File: config.mk
export PLATFORM = sky130hd
export DESIGN_NAME = qspi_sram_responder
export DESIGN_NICKNAME = d
export VERILOG_FILES = /design/src/rtl/qspi_sram_responder.sv
export SDC_FILE = /design/constraint.sdc
export NUM_CORES = 1
export LEC_CHECK = 0
export BUFFER_PORTS_ARGS = -buffer_cell sky130_fd_sc_hd__buf_2
export CAP_MARGIN = 5
export CORE_UTILIZATION = 52
export DETAILED_ROUTE_END_ITERATION = 10
export HOLD_SLACK_MARGIN = 0.1
export PLACE_DENSITY = 0.72
export SYNTH_ARGS = -nofsm -noshare
export SYNTH_HDL_FRONTEND = slang
export SYNTH_SLANG_ARGS = --single-unit
export TNS_END_PERCENT = 10
File: constraint.sdc
create_clock -name clk -period 3.5 [get_ports clk]
set_input_delay 0.175 -clock clk [delete_from_list [all_inputs] [get_ports clk]]
set_output_delay 0.175 -clock clk [all_outputs]
set_load 0.02 [all_outputs]
File: src/rtl/qspi_sram_responder.sv
// Quad-SPI serial SRAM responder: decodes SQI READ (0x03) / WRITE (0x02) frames from
// oversampled sram_* pins and services them from a synchronous single-port memory.
module qspi_sram_responder #(
  parameter int WORD_WIDTH    = 16,
  parameter int ADDRESS_WIDTH = 15
) (
  input  logic                     clk,
  input  logic                     reset_n,
  input  logic                     sram_cs_n,
  input  logic                     sram_sck,
  input  logic [3:0]               sram_sio_i,
  output logic [3:0]               sram_sio_o,
  output logic                     sram_sio_oe,
  output logic [ADDRESS_WIDTH-1:0] mem_addr,
  output logic [WORD_WIDTH-1:0]    mem_wdata,
  output logic                     mem_we,
  output logic                     mem_re,
  input  logic [WORD_WIDTH-1:0]    mem_rdata,
  output logic                     cmd_error
);

  localparam int NW = WORD_WIDTH / 4;
  localparam int HW = ADDRESS_WIDTH - 4;

  typedef enum logic [2:0] {
    StIdle, StCmd, StAddr, StDummy, StRead, StWrite, StIgnore
  } state_e;

  logic                     r_cs_meta, r_cs_sync, r_cs_prev;
  logic                     r_sck_meta, r_sck_sync, r_sck_prev;
  logic [3:0]               r_sio_meta, r_sio_sync;
  state_e                   r_state;
  state_e                   w_state_d;
  logic [7:0]               r_cnt;
  logic [HW-1:0]            r_hdr;
  logic                     r_is_read;
  logic [WORD_WIDTH-1:0]    r_word;
  logic [WORD_WIDTH-1:0]    r_rd_buf;
  logic                     r_rd_pend;
  logic [3:0]               r_sio_o;
  logic                     r_oe;
  logic [ADDRESS_WIDTH-1:0] r_mem_addr;
  logic [WORD_WIDTH-1:0]    r_mem_wdata;
  logic                     r_mem_we, r_mem_re, r_cmd_error;

  logic                     w_rise, w_fall, w_cs_fall, w_bad_cmd, w_cnt_last;
  logic [7:0]               w_cmd;
  logic [ADDRESS_WIDTH-1:0] w_addr;
  logic [WORD_WIDTH-1:0]    w_tx_src;

  // cs sync flops reset to "selected" so a cs_n held low across reset never looks like a new frame
  always_ff @(posedge clk or negedge reset_n) begin
    if (!reset_n) begin
      r_cs_meta  <= 1'b0;
      r_cs_sync  <= 1'b0;
      r_cs_prev  <= 1'b0;
      r_sck_meta <= 1'b0;
      r_sck_sync <= 1'b0;
      r_sck_prev <= 1'b0;
      r_sio_meta <= 4'h0;
      r_sio_sync <= 4'h0;
    end else begin
      r_cs_meta  <= sram_cs_n;
      r_cs_sync  <= r_cs_meta;
      r_cs_prev  <= r_cs_sync;
      r_sck_meta <= sram_sck;
      r_sck_sync <= r_sck_meta;
      r_sck_prev <= r_sck_sync;
      r_sio_meta <= sram_sio_i;
      r_sio_sync <= r_sio_meta;
    end
  end

  assign w_rise     = r_sck_sync & ~r_sck_prev & ~r_cs_sync;
  assign w_fall     = ~r_sck_sync & r_sck_prev & ~r_cs_sync;
  assign w_cs_fall  = r_cs_prev & ~r_cs_sync;
  assign w_cmd      = {r_hdr[3:0], r_sio_sync};
  assign w_addr     = {r_hdr, r_sio_sync};
  assign w_cnt_last = (r_cnt == 8'(NW - 1));
  assign w_tx_src   = (r_cnt == 8'd0) ? r_rd_buf : r_word;

  always_comb begin
    w_state_d = r_state;
    w_bad_cmd = 1'b0;
    if (r_cs_sync) begin
      w_state_d = StIdle;
    end else begin
      case (r_state)
        StIdle:  if (w_cs_fall) w_state_d = StCmd;
        StCmd: begin
          if (w_rise && r_cnt == 8'd1) begin
            if (w_cmd == 8'h03 || w_cmd == 8'h02) begin
              w_state_d = StAddr;
            end else begin
              w_state_d = StIgnore;
              w_bad_cmd = 1'b1;
            end
          end
        end
        StAddr:  if (w_rise && r_cnt == 8'd5) w_state_d = r_is_read ? StDummy : StWrite;
        StDummy: if (w_rise && r_cnt == 8'd1) w_state_d = StRead;
        default: w_state_d = r_state;
      endcase
    end
  end

  always_ff @(posedge clk or negedge reset_n) begin
    if (!reset_n) r_state <= StIdle;
    else          r_state <= w_state_d;
  end

  always_ff @(posedge clk or negedge reset_n) begin
    if (!reset_n) begin
      r_cnt       <= 8'd0;
      r_hdr       <= '0;
      r_is_read   <= 1'b0;
      r_word      <= '0;
      r_rd_buf    <= '0;
      r_rd_pend   <= 1'b0;
      r_sio_o     <= 4'h0;
      r_oe        <= 1'b0;
      r_mem_addr  <= '0;
      r_mem_wdata <= '0;
      r_mem_we    <= 1'b0;
      r_mem_re    <= 1'b0;
      r_cmd_error <= 1'b0;
    end else begin
      r_mem_we    <= 1'b0;
      r_mem_re    <= 1'b0;
      r_cmd_error <= w_bad_cmd;
      r_rd_pend   <= r_mem_re;
      if (r_rd_pend) r_rd_buf <= mem_rdata;
      if (r_mem_we) r_mem_addr <= r_mem_addr + ADDRESS_WIDTH'(1);
      if (w_rise && (r_state == StCmd || r_state == StAddr)) begin
        r_hdr <= {r_hdr[HW-5:0], r_sio_sync};
      end

      if (w_state_d != r_state) begin
        r_cnt <= 8'd0;
        if (r_state == StCmd) r_is_read <= (w_cmd == 8'h03);
        if (r_state == StAddr && w_state_d != StIdle) begin
          r_mem_addr <= w_addr;
          r_mem_re   <= r_is_read;
        end
      end else begin
        case (r_state)
          StCmd, StAddr, StDummy: if (w_rise) r_cnt <= r_cnt + 8'd1;
          StWrite: begin
            if (w_rise) begin
              r_word <= {r_word[WORD_WIDTH-5:0], r_sio_sync};
              if (w_cnt_last) begin
                r_cnt       <= 8'd0;
                r_mem_wdata <= {r_word[WORD_WIDTH-5:0], r_sio_sync};
                r_mem_we    <= 1'b1;
              end else begin
                r_cnt <= r_cnt + 8'd1;
              end
            end
          end
          StRead: begin
            if (w_fall) begin
              r_sio_o <= w_tx_src[WORD_WIDTH-1 -: 4];
              r_word  <= {w_tx_src[WORD_WIDTH-5:0], 4'h0};
              r_oe    <= 1'b1;
              // Last nibble of the word leaves: prefetch the next address for the next fall
              if (w_cnt_last) begin
                r_cnt      <= 8'd0;
                r_mem_addr <= r_mem_addr + ADDRESS_WIDTH'(1);
                r_mem_re   <= 1'b1;
              end else begin
                r_cnt <= r_cnt + 8'd1;
              end
            end
          end
          default: r_cnt <= r_cnt;
        endcase
      end

      if (w_state_d != StRead) begin
        r_oe    <= 1'b0;
        r_sio_o <= 4'h0;
      end
    end
  end

  assign sram_sio_o  = r_sio_o;
  assign sram_sio_oe = r_oe;
  assign mem_addr    = r_mem_addr;
  assign mem_wdata   = r_mem_wdata;
  assign mem_we      = r_mem_we;
  assign mem_re      = r_mem_re;
  assign cmd_error   = r_cmd_error;

endmodule
==> out/results.tsv, run 1 <==
metric	value	unit
status	finished, final reports clean	
fmax	0.358	GHz
CTS tree	done	
largest family of logic cells by synthesized area	simple AND/OR/NAND/NOR gates	
EDFF count, synth	0	
clock latency on the worst-skew pair	0.39	ns
Post-synth ARST share	100	%
WP buf/inv	0	
setup TNS	0	ns
met3 wire len	648	µm
Die Area	10500	µm²
Mapped Avg Cell Area	11.0	µm²
CP Capture Type	flop	
Worst IR Drop VDD	0.304	mV
fin. max-slew vios	0	
Vias/cell	5.75	
Fin. Hold Viols	0	
CTS clk-pin slew, worst paths	0.11	ns
synthesis-to-layout area growth	15.7	%
Ys Warns	0	
top routing layer used	met4	
Finish-stage setup viols	0	
Tot Pwr	2.48	mW
final core utilization	62.1	%
post-synthesis sequential area ratio	51.9	%
Routed Antenna Nets	0	
routed wire length	11400	µm
Post-Layout Cell Count	693	
post-synthesis register bit count	109	
Post-Synth Adder-Cell Area	0.953	%
PortBufs	62	
compound-cell area share of the yosys netlist	10.8	%
CTS HTree Levels	3	
Fin Clk Skew	0.0127	ns
Hold Path Class	in -> async	
# IOs	63	
DRT iter0 DRCs	234	
routed length on met1	5130	µm
Synth Area in Simple Gates	17.5	%
post-synth top area share	51.9	%
ys flop type	dfrtp_1	
Worst-Margin Slew	0.900	ns
DRC violations left	0	
relative slew slack	40.0	%
Max Cap Viol	0	
Nets	583	
critical path cell sequence	nor4b_4 > nand4_4 > nand3_2 > or2_1 > o22ai_1 > a32oi_1	
CP Max Fanout	19	
Clock Tree Buf Depth	2	
initial antenna violation count	0	
Inserted Clock Buffers	9	
vias in the first global route	3877	
Root Driver	clkbuf_8	
DP HPWL	7890	µm
first-pass GRT wire length	19100	µm
setup slack after layout	0.706	ns
CP top delay family	simple AND/OR/NAND/NOR gates	
Synth Area in XOR/XNOR	2.84	%
post-synthesis mux area share	13.1	%
Inst Count DP	654	
initial core utilization	53.7	%
CP max-delay cell	nor4b_4	
Die Wd	102	µm
CP arrival	3.11	ns
# diodes	0	
Post-synth top cells	109 x dfrtp_1, 44 x nand2_1, 34 x mux2_2	
data required time of the critical path	3.81	ns
Tmin final	2.79	ns
Rows	36	
pin count of the biggest net entering global routing	42	
met2 WL post-DR	5450	µm
TritonCTS Sinks	109	
CORE AREA	9770	µm²
most frequent cell after synthesis	dfrtp_1	
P per Cell Area	408	nW/µm²
DRT Pass-1 Iters	5	
vias post-DR	3982	
Routed wire per std cell	16.5	µm
Total GRT Usage	23.8	%
post-cts sizing count	0	
Netlist cell types	63	
Mapped Cells	478	
pre-CTS WS	0.757	ns
Die Y	102	µm
Setup Crit Path Kind	reg -> reg	
Synth area leader	dfrtp_1	
Critical Path Start Type	flop	
cell leakage power	2.87	nW
Cell Area, Synth	5250	µm²
Area contributors post-synth	dfrtp_1 52%, mux2_2 7.3%, mux2i_1 3.6%	
Post-Syn Nets	506	
layout cell share with drive strength beyond 1	24.3	%
RSZ-0062 raised after global routing	false	
period utilisation layout	79.8	%
grt total ovfl	0	
GP Congestion	0.870	
crit-path max cell delay	0.72	ns
==> power breakdown <==
group	total [mW]	internal [mW]	leakage [nW]	switching, mW
logic	0.297	0.138	1.31	0.159
clock network	0.760	0.282	0.102	0.477
registers	1.42	1.32	1.45	0.0955
total	2.48	1.74	2.87	0.732
==> kinds of logic after synthesis <==
logic type	after synthesis
buffers and inverters	34
and+or+nand+nor	165
xor gates and xnor gates	17
DFF	109
muxes	63
adders and majority gates	4
AOI/OAI and AO/OA	86
==> cell type report <==
class                      instances  area, µm²
clock buffer                       9        124
clock inverter                     7       75.1
fill                             822       3700
inverter                          12       45.0
multi-input combinational        335       2370
sequential                       109       2730
tap                              133        166
timing repair buffer              88        566
==> worst register-to-register path, cell delays in order (launching register included) <==
cell and delay, ns:
dfrtp_1 0.56, nor4b_4 0.72, nand4_4 0.24, nand3_2 0.17, or2_1 0.57, o22ai_1 0.23
a32oi_1 0.24
==> per-stage QoR <==
step,hold slack (ns),area [µm²]
2_1_floorplan,-0.121,5250
6_report,0.274,6070
4_1_cts,0.291,6070
5_1_grt,0.321,6070
3_3_place_gp,0.163,5650
3_5_place_dp,0.173,5650
==> flip-flops by register name (all words and copies together), names as in the netlist, 4 cells and up <==
register	cells
sram_sio_o	4
r_rd_buf	16
mem_addr	15
r_sio_meta	4
r_word	16
mem_wdata	16
r_hdr	11
r_cnt	8
r_sio_sync	4
==> layout by cell type, fill, tap and decap left out, types with 15 or more instances in the layout <==
cell type,n
a21oi_1,17
nand2_1,44
o21ai_1,16
nor2_1,33
dfrtp_1,109
dlygate4sd3_1,23
buf_2,61
mux2_2,34
o21ai_0,15
mux2i_1,19
==> final timing paths <==
kind	start	end	slack (ns)	cells past startpoint
max in group asynchronous	reset_n	r_cs_prev	2.36	3
min reg2reg	r_sio_meta[0]	r_sio_sync[0]	0.36	0
min	reset_n	mem_addr[10]	0.27	2
max reg2reg	r_state[0]	mem_addr[4]	0.71	6
max	r_state[0]	mem_addr[4]	0.71	6
min in group clk	r_sio_meta[0]	r_sio_sync[0]	0.36	0
==> per-layer routing <==
metal	vias to the layer above	GRT usage [%]
met5	-	0
met4	0	10.0
met3	23	4.20
met2	141	38.0
met1	1948	32.2
li1	1870	-
==> timing repair <==
action                                 in CTS  in global routing
endpoints found under the hold margin      55                  0
setup buffers                               0                  0
hold buffers                               23                  0
Note: power is estimated with default switching activity, not from simulation.
==> run 2, diff against run 1 <==
--- a/config.mk
+++ b/config.mk
@@ -10,7 +10,7 @@
 export CORE_UTILIZATION = 52
 export DETAILED_ROUTE_END_ITERATION = 10
 export HOLD_SLACK_MARGIN = 0.1
-export PLACE_DENSITY = 0.72
+export PLACE_DENSITY = 0.75
 export SYNTH_ARGS = -nofsm -noshare
 export SYNTH_HDL_FRONTEND = slang
 export SYNTH_SLANG_ARGS = --single-unit
==> constraint.sdc (replaced) <==
create_clock -name clk -period 2.4 [get_ports clk]
set_input_delay 0.12 -clock clk [delete_from_list [all_inputs] [get_ports clk]]
set_output_delay 0.12 -clock clk [all_outputs]
set_load 0.02 [all_outputs]
==> run 2 against run 1 <==
Against the previous run:
- final cell count up 2.5%
- via count up 2.1%
- worst hold slack better by 0.032 ns
- critical path depth up 2
- setup slack worse by 0.58 ns
- non-clock buffer count up 17
- total power up 53%
- critical path type unchanged
==> out/results.tsv, run 2 (synthesis gave the netlist of run 1 again) <==
metric	value	unit	change
Finish-stage setup viols	0		unchanged
fillers	759		-7.7%
Routed wire per std cell	17.2	µm	+4.2%
CP Capture Type	flop		
Comb pwr share	12.2	%	+0.2 points
PortBufs	62		unchanged
# IOs	63		unchanged
sequential cell area	2730	µm²	unchanged
routed wire length	12200	µm	+6.8%
placed cell areas	5800	µm²	+2.7%
commonest non-fill, non-tap cell in the layout	dfrtp_1		
Fin. Hold Viols	0		unchanged
Total GRT Usage	25.3	%	+1.6 points
grt total ovfl	0		unchanged
data required time of the critical path	2.70	ns	-1.11 ns
crit-path max cell delay	0.41	ns	-0.31 ns
period utilisation layout	94.8	%	+15 points
Inserted Clock Buffers	9		unchanged
cell leakage power	2.98	nW	+3.8%
CP max-delay cell	nor2_2		
Rows	36		unchanged
initial core utilization	53.7	%	unchanged
Fin Clk Skew	0.00808	ns	-0.00461 ns
Routed Antenna Nets	0		unchanged
CP Max Fanout	11		-8
Nets	600		+2.9%
Hold Path Class	in -> async		
Root Driver	clkbuf_8		
CP arrival	2.58	ns	-0.53 ns
post-route cell area	6260	µm²	+3.1%
Clock Tree Buf Depth	2		unchanged
sw frac	26.7	%	-2.9 points
Post-Layout Cell Count	710		+2.5%
DRT Pass-1 Iters	5		unchanged
CORE AREA	9770	µm²	unchanged
vias in the first global route	3998		+3.1%
net switching power	1.01	mW	+38%
RSZ-0062 raised after global routing	false		
Reg power frac	54.4	%	-2.9 points
layout cell share with drive strength beyond 1	26.7	%	+2.4 points
clock latency on the worst-skew pair	0.37	ns	-0.02 ns
critical path cell sequence	ha_1 > and3b_1 > a41oi_1 > a211oi_1 > buf_4 > nor2_2 > mux2_1 > a31oi_1		
GP Congestion	0.914		+5.0%
fin. max-slew vios	0		unchanged
first-pass GRT wire length	20200	µm	+5.9%
# diodes	0		unchanged
Tot Pwr	3.78	mW	+53%
synthesis-to-layout area growth	19.3	%	
clock group share of total power	33.4	%	+2.7 points
most frequent cells in the layout	109 x dfrtp_1, 61 x buf_2, 44 x nand2_1		
pin count of the biggest net entering global routing	49		+17%
WP buf/inv	1		+1
DRT iter0 DRCs	213		-9.0%
CTS clk-pin slew, worst paths	0.11	ns	about the same
CTS HTree Levels	3		unchanged
relative slew slack	35.8	%	-4.2 points
area of the multi-input gates	2370	µm²	+0.11%
reg2reg start	r_cnt[0]		
Setup crit start	r_cnt[0]		
fmax	0.440	GHz	+23%
status	finished, final reports clean		
post-CTS setup buffer count	0		unchanged
Die Area	10500	µm²	unchanged
Critical Path Start Type	flop		
Worst IR Drop VDD	0.325	mV	+6.7%
Inst Count DP	671		+2.6%
Min Hold Slack	0.306	ns	+0.0320 ns
setup TNS	0	ns	unchanged
TritonCTS Sinks	109		unchanged
CP top delay family	simple AND/OR/NAND/NOR gates		
P per Cell Area	604	nW/µm²	+48%
Setup Crit Path Kind	reg -> reg		
internal power	2.77	mW	+59%
vias post-DR	4064		+2.1%
Die Wd	102	µm	unchanged
Vias/cell	5.72		-0.38%
Tmin final	2.27	ns	-0.519 ns
DRC violations left	0		unchanged
Die Y	102	µm	unchanged
Worst-Margin Slew	0.963	ns	+0.0635 ns
Max Cap Viol	0		unchanged
initial antenna violation count	0		unchanged
DP HPWL	8320	µm	+5.4%
CTS tree	done		
==> run 2: area by class of cell <==
cell class / instances / area share, %
timing repair buffer: 105 / 11.5
multi-input combinational: 335 / 37.9
clock inverter: 6 / 1.50
tap: 133 / 2.66
clock buffer: 10 / 2.20
inverter: 12 / 0.719
sequential: 109 / 43.6
==> run 2: through the flow <==
stage	worst slack [ns]	utilization, %
after floorplan	0.305	-
after global placement	0.203	59.3
after detailed placement	0.122	59.3
after CTS	0.0955	64.0
after global routing	0.0197	64.1
final	0.125	64.1
==> run 2: routing by layer <==
| metal | vias to the layer above | track usage (%) | share of wire [%] |
|---|---|---|---|
| met5 | - | 0 | 0 |
| met3 | 23 | 4.07 | 4.8 |
| met2 | 126 | 40.4 | 49 |
| met1 | 2017 | 35.2 | 45 |
| li1 | 1898 | - | - |
| met4 | 0 | 9.34 | 2.0 |
==> run 2: what timing repair did <==
action / in CTS / in global routing
endpoints found under the hold margin: 68 / 0
gates resized for setup: 0 / 1
hold buffers: 23 / 0
setup endpoints to repair: 0 / 13
==> run 2: power groups by stage <==
| stage | Clock [mW] | Sequential [mW] | Combinational (mW) |
|---|---|---|---|
| 2_1_floorplan | 0 | 2.12 | 0.215 |
| 3_3_place_gp | 0 | 2.09 | 0.421 |
| 3_5_place_dp | 0 | 2.09 | 0.429 |
| 4_1_cts | 1.28 | 2.06 | 0.459 |
| 5_1_grt | 1.35 | 2.08 | 0.513 |
| 6_report | 1.26 | 2.06 | 0.460 |
==> run 2: path summary, 6_finish.rpt <==
path	endpoint	slack, ns	cells past startpoint
worst max-delay path	mem_addr[3]	0.13	8
worst min-delay path	r_sck_prev	0.31	2
worst max register to register	mem_addr[3]	0.13	8
worst min register to register	r_sck_sync	0.36	0
max in group asynchronous	mem_wdata[8]	1.39	3
min in group clk	r_sck_sync	0.36	0
==> run 3, diff against run 2 <==
--- a/config.mk
+++ b/config.mk
@@ -5,6 +5,7 @@
 export SDC_FILE = /design/constraint.sdc
 export NUM_CORES = 1
 export LEC_CHECK = 0
+export ABC_AREA = 1
 export BUFFER_PORTS_ARGS = -buffer_cell sky130_fd_sc_hd__buf_2
 export CAP_MARGIN = 5
 export CORE_UTILIZATION = 52
==> constraint.sdc (replaced) <==
create_clock -name clk -period 2 [get_ports clk]
set_input_delay 0.1 -clock clk [delete_from_list [all_inputs] [get_ports clk]]
set_output_delay 0.1 -clock clk [all_outputs]
set_load 0.02 [all_outputs]
==> run 3 against run 2 <==
Against the previous run:
- the flow now finishes with violations (negative setup slack)
- routed wire length is 13% higher
- critical path depth is 4 higher
- global-route usage is 0.67 points higher
- die area is 5.1% higher
- maximum frequency is 11% higher
- register-to-register slack worse by 0.18 ns
- via count is 23% higher
- sequential power is 20% higher
- first-iteration DRC count is 51% higher
- clock power is 17% higher
- final cell count is 31% higher
- synthesized area is 5.2% higher
- critical endpoint is now mem_addr[14]
- largest cell class unchanged
==> out/results.tsv, run 3 <==
metric	value	unit	change
Post-Syn Nets	694		+37%
reg2reg start	r_cnt[6]		
CTS clk-pin slew, worst paths	0.11	ns	about the same
Ys Warns	0		unchanged
pre-CTS WS	-0.0163	ns	-0.138 ns
Netlist cell types	30		-52%
cell leakage power	3.62	nW	+21%
Worst Reg2Reg Path Length in Cells	12		+4
Critical Path Start Type	flop		
ys flop type	dfrtp_1		
Tmin final	2.05	ns	-0.223 ns
Post-synth ARST share	100	%	unchanged
period utilisation layout	103	%	+7.8 points
CP Capture Type	flop		
Post-synth top cells	166 x nand2_1, 109 x dfrtp_1, 85 x o21ai_0		
commonest non-fill, non-tap cell in the layout	nand2_1		
RSZ-0062 raised after global routing	true		
GP Congestion	0.925		+1.3%
setup slack after layout	-0.0521	ns	-0.177 ns
most frequent cell after synthesis	nand2_1		
status	finished, violations left		
TritonCTS Sinks	109		unchanged
sw frac	30.9	%	+4.2 points
fin. max-slew vios	0		unchanged
Setup Crit Path Kind	reg -> reg		
Clock Tree Buf Depth	2		unchanged
Die Y	105	µm	+2.5%
fmax	0.487	GHz	+11%
Total GRT Usage	26.0	%	+0.67 points
Mapped Cells	666		+39%
Hold Path Class	in -> async		
Routed wire per std cell	14.9	µm	-14%
most frequent cells in the layout	157 x nand2_1, 106 x dfrtp_1, 84 x o21ai_0		
first-pass GRT wire length	22800	µm	+13%
Comb pwr share	20.9	%	+8.7 points
# diodes	0		unchanged
Area contributors post-synth	dfrtp_1 49%, nand2_1 11%, o21ai_0 7.7%		
DRT Pass-1 Iters	5		unchanged
DP HPWL	8880	µm	+6.7%
grt total ovfl	0		unchanged
Fin. Hold Viols	0		unchanged
post-synth top area share	49.4	%	-2.6 points
capturing point of the worst reg2reg path	mem_addr[14]		
Rows	37		+2.8%
Tot Pwr	4.98	mW	+32%
layout cell share with drive strength beyond 1	26.8	%	+0.11 points
P per Cell Area	717	nW/µm²	+19%
Synth area leader	dfrtp_1		
net switching power	1.54	mW	+52%
Die Wd	105	µm	+2.5%
clock latency on the worst-skew pair	0.39	ns	+0.02 ns
# IOs	63		unchanged
CP Max Fanout	7		-4
EDFF count, synth	0		unchanged
data required time of the critical path	2.29	ns	-0.41 ns
relative slew slack	52.2	%	+16 points
CTS HTree Levels	3		unchanged
initial core utilization	53.5	%	-0.19 points
vias in the first global route	4853		+21%
failing checks	negative setup slack		
vias post-DR	5000		+23%
Worst IR Drop VDD	0.475	mV	+46%
clock group share of total power	29.4	%	-4.0 points
DRT iter0 DRCs	321		+51%
pin count of the biggest net entering global routing	48		-2.0%
setup TNS	-0.506	ns	-0.506 ns
post-synthesis sequential area ratio	49.4	%	-2.6 points
Root Driver	clkbuf_8		
CP arrival	2.34	ns	-0.24 ns
Vias/cell	5.39		-5.8%
Fin Clk Skew	0.00950	ns	+0.00142 ns
PortBufs	62		unchanged
internal power	3.44	mW	+24%
Finish-stage setup viols	21		+21
CORE AREA	10300	µm²	+5.6%
Nets	814		+36%
routed wire length	13800	µm	+13%
Max Cap Viol	0		unchanged
Die Area	11000	µm²	+5.1%
Routed Antenna Nets	0		unchanged
Cell Area, Synth	5530	µm²	+5.2%
post-synthesis register bit count	109		unchanged
Inserted Clock Buffers	9		unchanged
reg2reg setup slack	-0.05	ns	-0.18 ns
initial antenna violation count	0		unchanged
Mapped Avg Cell Area	8.30	µm²	-24%
final core utilization	67.3	%	+3.2 points
Worst-Margin Slew	0.718	ns	-0.246 ns
synthesis-to-layout area growth	25.7	%	
Reg power frac	49.7	%	-4.7 points
CTS tree	done		
DRC violations left	0		unchanged
-- run 3: changes by cell type after synthesis, sizes merged, moves of 7 or more --
cell and delta:
nand2 +133, inv +74, and3 -9, nor2b -7
xor2 +7, o21ai +59, nor2 +8, nand4 +14
mux2i -17, mux2 -32, nand3 +42, a21oi -11
-- run 3: cells by family after synthesis --
group | synth area share [%]
AOI/OAI and AO/OA | 9.78
xor gates and xnor gates | 2.85
adders and majority gates | 0.906
buffers and inverters | 8.29
DFF | 49.4
muxes | 2.81
and+or+nand+nor | 26.0
-- run 3: layout make-up --
| type | count | area (µm²) |
|---|---|---|
| clock buffer | 12 | 165 |
| clock inverter | 4 | 53.8 |
| fill | 816 | 3380 |
| inverter | 86 | 328 |
| multi-input combinational | 446 | 2490 |
| sequential | 109 | 2730 |
| tap | 136 | 170 |
| timing repair buffer | 134 | 1000 |
-- run 3: timing repair --
action,4_1_cts,5_1_grt
gates cloned,1,1
endpoints found under the setup margin,19,31
endpoints found under the hold margin,67,0
setup buffers,6,8
hold buffers,23,0
resized for setup,18,35
pin swaps,4,16
-- run 3: worst max path at each step --
stage,start,to,slack (ns),cells past startpoint
finish,r_cnt[6],mem_addr[14],-0.05,12
global route,r_cnt[1],mem_addr[10],-0.19,15
CTS,r_cnt[1],mem_addr[3],-0.002,15
detailed placement,r_cnt[1],sram_sio_oe,-0.02,10
global placement,r_cnt[1],mem_addr[6],0.07,13
floorplan,mem_addr[0],mem_addr[14],0.12,11
-- run 3: per-stage QoR --
| stage | hold WS (ns) | cells | cell area, µm² |
|---|---|---|---|
| 3_5_place_dp | 0.166 | 873 | 6170 |
| 5_1_grt | 0.327 | 927 | 6950 |
| 4_1_cts | 0.293 | 919 | 6750 |
| 2_1_floorplan | -0.196 | 666 | 5530 |
| 3_3_place_gp | 0.159 | 873 | 6170 |
| 6_report | 0.271 | 927 | 6950 |
-- run 3: layer usage --
| metal | wire length, µm | GRT usage (%) | vias up |
|---|---|---|---|
| met4 | 427 | 12.0 | 0 |
| met5 | 0 | 0 | - |
| met2 | 6820 | 43.0 | 188 |
| li1 | - | - | 2384 |
| met3 | 738 | 4.37 | 45 |
| met1 | 5780 | 33.5 | 2383 |
-- run 3: worst max-delay path: stages, from the launching register on --
cell	delay (ns)
dfrtp_1	0.44
nor2_1	0.13
nand2_2	0.10
nor2_4	0.17
nand4_1	0.20
nand3_2	0.17
buf_4	0.12
nand3_2	0.09
nand2_4	0.10
nand3_4	0.11
clkbuf_16	0.20
nand3_2	0.07
nand2_1	0.06
-- run 3: power groups by stage --
stage / Combinational [mW] / Sequential (mW) / Clock [mW]
floorplan: 0.510 / 2.58 / 0
finish: 1.04 / 2.48 / 1.47
CTS: 0.958 / 2.47 / 1.47
global route: 1.17 / 2.50 / 1.55
global placement: 0.863 / 2.51 / 0
detailed placement: 0.887 / 2.51 / 0
